[src/rtl/mips_pkg.sv]
// mips_pkg: shared PC sequencer state encoding and default address constants.
// Revision 1.0
`default_nettype none

package mips_pkg;

  typedef enum logic [1:0] {
    BOOT = 2'd0,
    RUN  = 2'd1,
    HALT = 2'd2
  } pc_state_t;

  localparam logic [31:0] DEFAULT_RESET_ADDR = 32'h0000_0000;
  localparam logic [31:0] DEFAULT_TRAP_ADDR  = 32'h0000_0080;
  localparam int          INSTR_BYTES        = 4;

endpackage

`default_nettype wire

[src/rtl/pc_next_calc.sv]
// pc_next_calc: combinational next-PC selection with misaligned register-jump detect.
// Revision 1.0
`default_nettype none

module pc_next_calc #(
  parameter int          ADDR_WIDTH = 32,
  parameter logic [31:0] TRAP_ADDR  = 32'h0000_0080,
  parameter int          INCR       = 4
) (
  input  logic [ADDR_WIDTH-1:0] pc,
  input  logic                  branch_taken,
  input  logic [15:0]           branch_imm,
  input  logic                  jump,
  input  logic [25:0]           jump_index,
  input  logic                  jr,
  input  logic [ADDR_WIDTH-1:0] jr_addr,
  output logic [ADDR_WIDTH-1:0] pc_plus4,
  output logic [ADDR_WIDTH-1:0] next_pc,
  output logic                  misaligned
);

  localparam logic [ADDR_WIDTH-1:0] INCR_W = ADDR_WIDTH'(INCR);
  localparam logic [ADDR_WIDTH-1:0] TRAP_W = TRAP_ADDR[ADDR_WIDTH-1:0];

  logic [ADDR_WIDTH-1:0] jump_target;
  logic [ADDR_WIDTH-1:0] branch_off;

  assign pc_plus4   = pc + INCR_W;
  assign branch_off = {{(ADDR_WIDTH-18){branch_imm[15]}}, branch_imm, 2'b00};
  assign misaligned = jr & (jr_addr[1:0] != 2'b00);

  // A 28-bit PC is fully covered by the J-type field, so no region bits remain.
  if (ADDR_WIDTH > 28) begin : g_jump_region
    assign jump_target = {pc_plus4[ADDR_WIDTH-1:28], jump_index, 2'b00};
  end else begin : g_jump_flat
    assign jump_target = {jump_index, 2'b00};
  end

  always_comb begin
    next_pc = pc_plus4;
    if (jr) begin
      next_pc = misaligned ? TRAP_W : jr_addr;
    end else if (jump) begin
      next_pc = jump_target;
    end else if (branch_taken) begin
      next_pc = pc_plus4 + branch_off;
    end
  end

endmodule

`default_nettype wire

[src/rtl/pc_sequencer.sv]
// pc_sequencer: fetch-address register with BOOT/RUN/HALT sequencing and jr trap.
// Revision 1.0
`default_nettype none

module pc_sequencer
  import mips_pkg::*;
#(
  parameter int          ADDR_WIDTH = 32,
  parameter logic [31:0] RESET_ADDR = DEFAULT_RESET_ADDR,
  parameter logic [31:0] TRAP_ADDR  = DEFAULT_TRAP_ADDR,
  parameter int          INCR       = INSTR_BYTES
) (
  input  logic                  clock,
  input  logic                  reset,
  input  logic                  stall,
  input  logic                  branch_taken,
  input  logic [15:0]           branch_imm,
  input  logic                  jump,
  input  logic [25:0]           jump_index,
  input  logic                  jr,
  input  logic [ADDR_WIDTH-1:0] jr_addr,
  input  logic                  halt,
  input  logic                  resume,
  output logic [ADDR_WIDTH-1:0] pc,
  output logic [ADDR_WIDTH-1:0] pc_plus4,
  output logic                  fetch_valid,
  output logic                  halted,
  output logic                  trap,
  output logic [ADDR_WIDTH-1:0] epc
);

  pc_state_t             state;
  logic [ADDR_WIDTH-1:0] next_pc;
  logic                  misaligned;

  pc_next_calc #(
    .ADDR_WIDTH (ADDR_WIDTH),
    .TRAP_ADDR  (TRAP_ADDR),
    .INCR       (INCR)
  ) u_next (
    .pc           (pc),
    .branch_taken (branch_taken),
    .branch_imm   (branch_imm),
    .jump         (jump),
    .jump_index   (jump_index),
    .jr           (jr),
    .jr_addr      (jr_addr),
    .pc_plus4     (pc_plus4),
    .next_pc      (next_pc),
    .misaligned   (misaligned)
  );

  always_ff @(posedge clock or negedge reset) begin
    if (!reset) begin
      state       <= BOOT;
      pc          <= RESET_ADDR[ADDR_WIDTH-1:0];
      epc         <= '0;
      trap        <= 1'b0;
      fetch_valid <= 1'b0;
      halted      <= 1'b0;
    end else begin
      trap <= 1'b0;
      case (state)
        BOOT: begin
          state       <= RUN;
          fetch_valid <= 1'b1;
        end
        RUN: begin
          // Stall freezes everything; upstream re-presents the request later.
          if (!stall) begin
            pc <= next_pc;
            if (misaligned) begin
              trap <= 1'b1;
              epc  <= jr_addr;
            end
            if (halt) begin
              state       <= HALT;
              fetch_valid <= 1'b0;
              halted      <= 1'b1;
            end
          end
        end
        HALT: begin
          if (resume) begin
            state       <= RUN;
            fetch_valid <= 1'b1;
            halted      <= 1'b0;
          end
        end
        default: begin
          state       <= BOOT;
          fetch_valid <= 1'b0;
          halted      <= 1'b0;
        end
      endcase
    end
  end

endmodule

`default_nettype wire

[config.mk]
export PLATFORM = sky130hd
export DESIGN_NAME = pc_sequencer
export DESIGN_NICKNAME = d
export VERILOG_FILES = /design/src/rtl/mips_pkg.sv /design/src/rtl/pc_next_calc.sv /design/src/rtl/pc_sequencer.sv
export SDC_FILE = /design/constraint.sdc
export NUM_CORES = 1
export LEC_CHECK = 0
export CORE_ASPECT_RATIO = 1.25
export CORE_MARGIN = 1.5
export CORE_UTILIZATION = 47
export DETAILED_ROUTE_END_ITERATION = 8
export GPL_TIMING_DRIVEN = 0
export MAX_ROUTING_LAYER = met4
export PLACE_DENSITY = 0.82
export SETUP_SLACK_MARGIN = 0.4
export SYNTH_ARGS = -nofsm -noshare
export SYNTH_HDL_FRONTEND = slang
export SYNTH_SLANG_ARGS = --single-unit
[constraint.sdc]
create_clock -name clock -period 4.2 [get_ports clock]
set_clock_uncertainty 0.2 [all_clocks]
set_input_delay 1.05 -clock clock [delete_from_list [all_inputs] [get_ports clock]]
set_output_delay 1.05 -clock clock [all_outputs]
set_load 0.005 [all_outputs]
==> key figures <==
Status
  • Outcome: finished, final reports clean

Yosys
  • Ys async rst share: between 90% and 100%
  • Synth warnings: 0
  • Register area share after synthesis: a little under a third
  • Top cells by area, synth: dfrtp_1 (31%), ha_1 (8.3%), mux2_2 (6.8%)
  • Syn avg cell area: 8.72 sq um
  • Synth unique cells: 67
  • Top FF cell, synth: dfrtp_1
  • Post-synth EDFFs: 0
  • Commonest cells post-synth: dfrtp_1 (68), nand2_1 (64), a21oi_1 (59)
  • Top-count cell post-synth: dfrtp_1
  • Mapped Cells: 624
  • Post-synth top area cell: dfrtp_1
  • FF+latch count, synth: 68
  • Cell area after synthesis: 5440 sq um
  • Post-synth net total: approximately 740
  • Share of the synthesized area in the top cell type: 31.3%

Floorplan
  • Die W: ~99 um
  • Initial core utilization: around half
  • Die area: between 10000 and 15000 sq um
  • Placement Rows: 43
  • Core area: 11200 sq um
  • IO Pins: 181
  • Die Span Y: approximately 120 um

Global route
  • Initial antenna violation count: 0
  • Grt total ovfl: 0
  • Gr usage total: between 30 and 40%
  • Vias in the first global route: between 5000 and 6000
  • Largest net degree at the start of global routing: ~70
  • First-pass GRT wire length: between 30 and 40 mm

Route
  • Vias/cell: around 6.2
  • Post-route ant nets: 0
  • DR iter-0 viols: between 400 and 500
  • Total Wirelength: between 20 and 25 mm
  • First-pass iteration count of the detailed router: 5
  • Drt wl/cell: 21.6 um
  • # DRC: 0
  • Via count: 6219

Worst hold path
  • Hold WC Path Type: register to register

STA
  • Final hold vios: 0
  • Worst-margin pin slew: between 1 and 1.5 ns
  • Achievable frequency: roughly 250 MHz
  • Max-Slew Margin vs Limit: between 10 and 15%
  • Period minus WS final: a little under 4 ns
  • Fin crit share: between 90% and 100%
  • RSZ-0062 raised after global routing: yes
  • Hold slack: 0.305 ns
  • Number of setup violations in the final report: 0
  • Slew Viols, Final: 0

Clock network
  • Root Buffer: clkbuf_16
  • Worst-path clk slew: about 0.060 ns
  • Total CTS buffers: 9
  • Max Buffers Root-to-Sink: 2
  • Worst-Skew Late Latency: about 0.33 ns
  • CTS tree: done
  • CTS Sinks: 68
  • H-tree levels: 3

Placed design
  • PortBufs: ~180
  • GPL Wtd Cong: about 0.96
  • DP HPWL: ~15 mm

Worst setup path
  • Critical Path RT: ~4.2 ns
  • Worst EP arrival: between 3 and 4 ns
  • Buf/Inv on CP: 1
  • CP peak stage delay: around 0.36 ns
  • Worst setup EP type: register
  • Crit Path Max Fanout: 3
  • Slowest-stage cell, CP: dfrtp_1
  • Critical setup path kind: register to register
  • CP delay by family, top: compound AO/OA/AOI/OAI gates
  • Crit path launch type: register
  • Worst path cell trace: ha_2 > and4_4 > nand2_4 > nor2_4 > nand2_2 > nor2_4 > xor2_2 > ha_1 > clkbuf_8 > a2111oi_4 > o21ai_1 > o22ai_2 > a31oi_1 > nand3b_4 > a211oi_2 > xor2_1 > a211oi_2 > a221o_1

Final layout
  • Area occupied by multi-input gates: roughly 4000 sq um
  • Antenna diode count: 0
  • Nets: 978
  • Layout cells sized above 1: 23.6%
  • Fillers: 763
  • Layout area overhead: 57.0%
  • Sequential Area: about 1700 sq um
  • Post-layout util: between 70% and 80%

Power
  • Pwr Density: between 500 and 600 nW/um^2
  • VDD IR max: between 0.4 and 0.5 mV
  • Lkg Pwr: 3.68 nW

Flow run
  • Max Cap Viol: 0
flip-flops by register name, summed over array words and instances (netlist names):
register	flops
epc	32
pc	32
fetch_valid	1
halted	1
state	1
trap	1
per-stage QoR:
step	cell area (sq um)	worst slack (ns)	total power [mW]	setup TNS, ns	std cells
2_1_floorplan	5490	0.411	2.17	0	624
6_report	8550	0.255	4.44	0	999
5_1_grt	8550	0.0191	4.67	0	999
4_1_cts	8170	0.335	4.21	0	981
3_5_place_dp	7430	-0.729	3.18	-4.40	937
3_3_place_gp	7440	-0.661	3.12	-22.63	937
routing by layer:
metal,GRT usage (%),routed length (um)
met3,5.43,1830
met4,13.0,783
met2,56.0,10600
met5,-,0
met1,43.8,8370
cells in the final DEF (no fill, tap or decap), types with 10 or more instances in the layout:
cell             count
xnor2_1             15
clkdlybuf4s50_1    167
ha_1                28
xnor2_2             16
o21a_1              10
buf_4               48
dfrtp_1             58
nor2_1              48
dfrtp_2             10
mux2_2              33
nand2_1             61
nand3_1             20
a21oi_1             55
o21ai_0             42
clkbuf_1            22
xor2_1              14
report_power, final:
group	switching, mW	total [mW]	internal, mW
registers	0.212	1.06	0.846
logic	1.21	2.56	1.35
clock network	0.272	0.825	0.553
total	1.70	4.44	2.75
cell families (layout without fill, tap and decap cells):
kind of cell | after synthesis | after routing | synth area share [%]
multiplexers | 40 | 40 | 8.11
buffers and inverters | 40 | 280 | 3.08
adder cells (fa/ha/maj) | 37 | 37 | 8.64
AO/OA/AOI/OAI | 194 | 194 | 23.6
XOR/XNOR | 51 | 51 | 8.21
flip-flops | 68 | 68 | 31.3
AND/OR/NAND/NOR | 194 | 194 | 17.1
repair_timing:
item | 4_1_cts | 5_1_grt
resized for setup | 47 | 58
setup endpoints to repair | 27 | 29
hold buffers | 0 | 0
pin swaps | 29 | 32
buffers inserted | 28 | 18
gates cloned | 0 | 0
cell type report:
| class | instances | area share, % |
|---|---|---|
| multi-input cells | 516 | 46.9 |
| repair buffers | 224 | 25.2 |
| flip-flops and latches | 68 | 20.1 |
| clock buffers | 13 | 3.04 |
| well taps | 135 | 1.98 |
| plain buffers | 32 | 1.73 |
| clock inverters | 3 | 0.805 |
| inverters | 8 | 0.351 |
final timing paths:
| path | from | to | slack [ns] | depth (start not counted) |
|---|---|---|---|---|
| setup / recovery | pc[3] | pc[29] | 0.26 | 18 |
| hold / removal | epc[9] | epc[9] | 0.30 | 1 |
| setup reg to reg | pc[3] | pc[29] | 0.26 | 18 |
| hold reg to reg | epc[9] | epc[9] | 0.30 | 1 |
| max in group asynchronous | reset | pc[17] | 2.58 | 1 |
| min in group asynchronous | reset | epc[9] | 0.61 | 1 |
(Power assumes the default switching activity.)
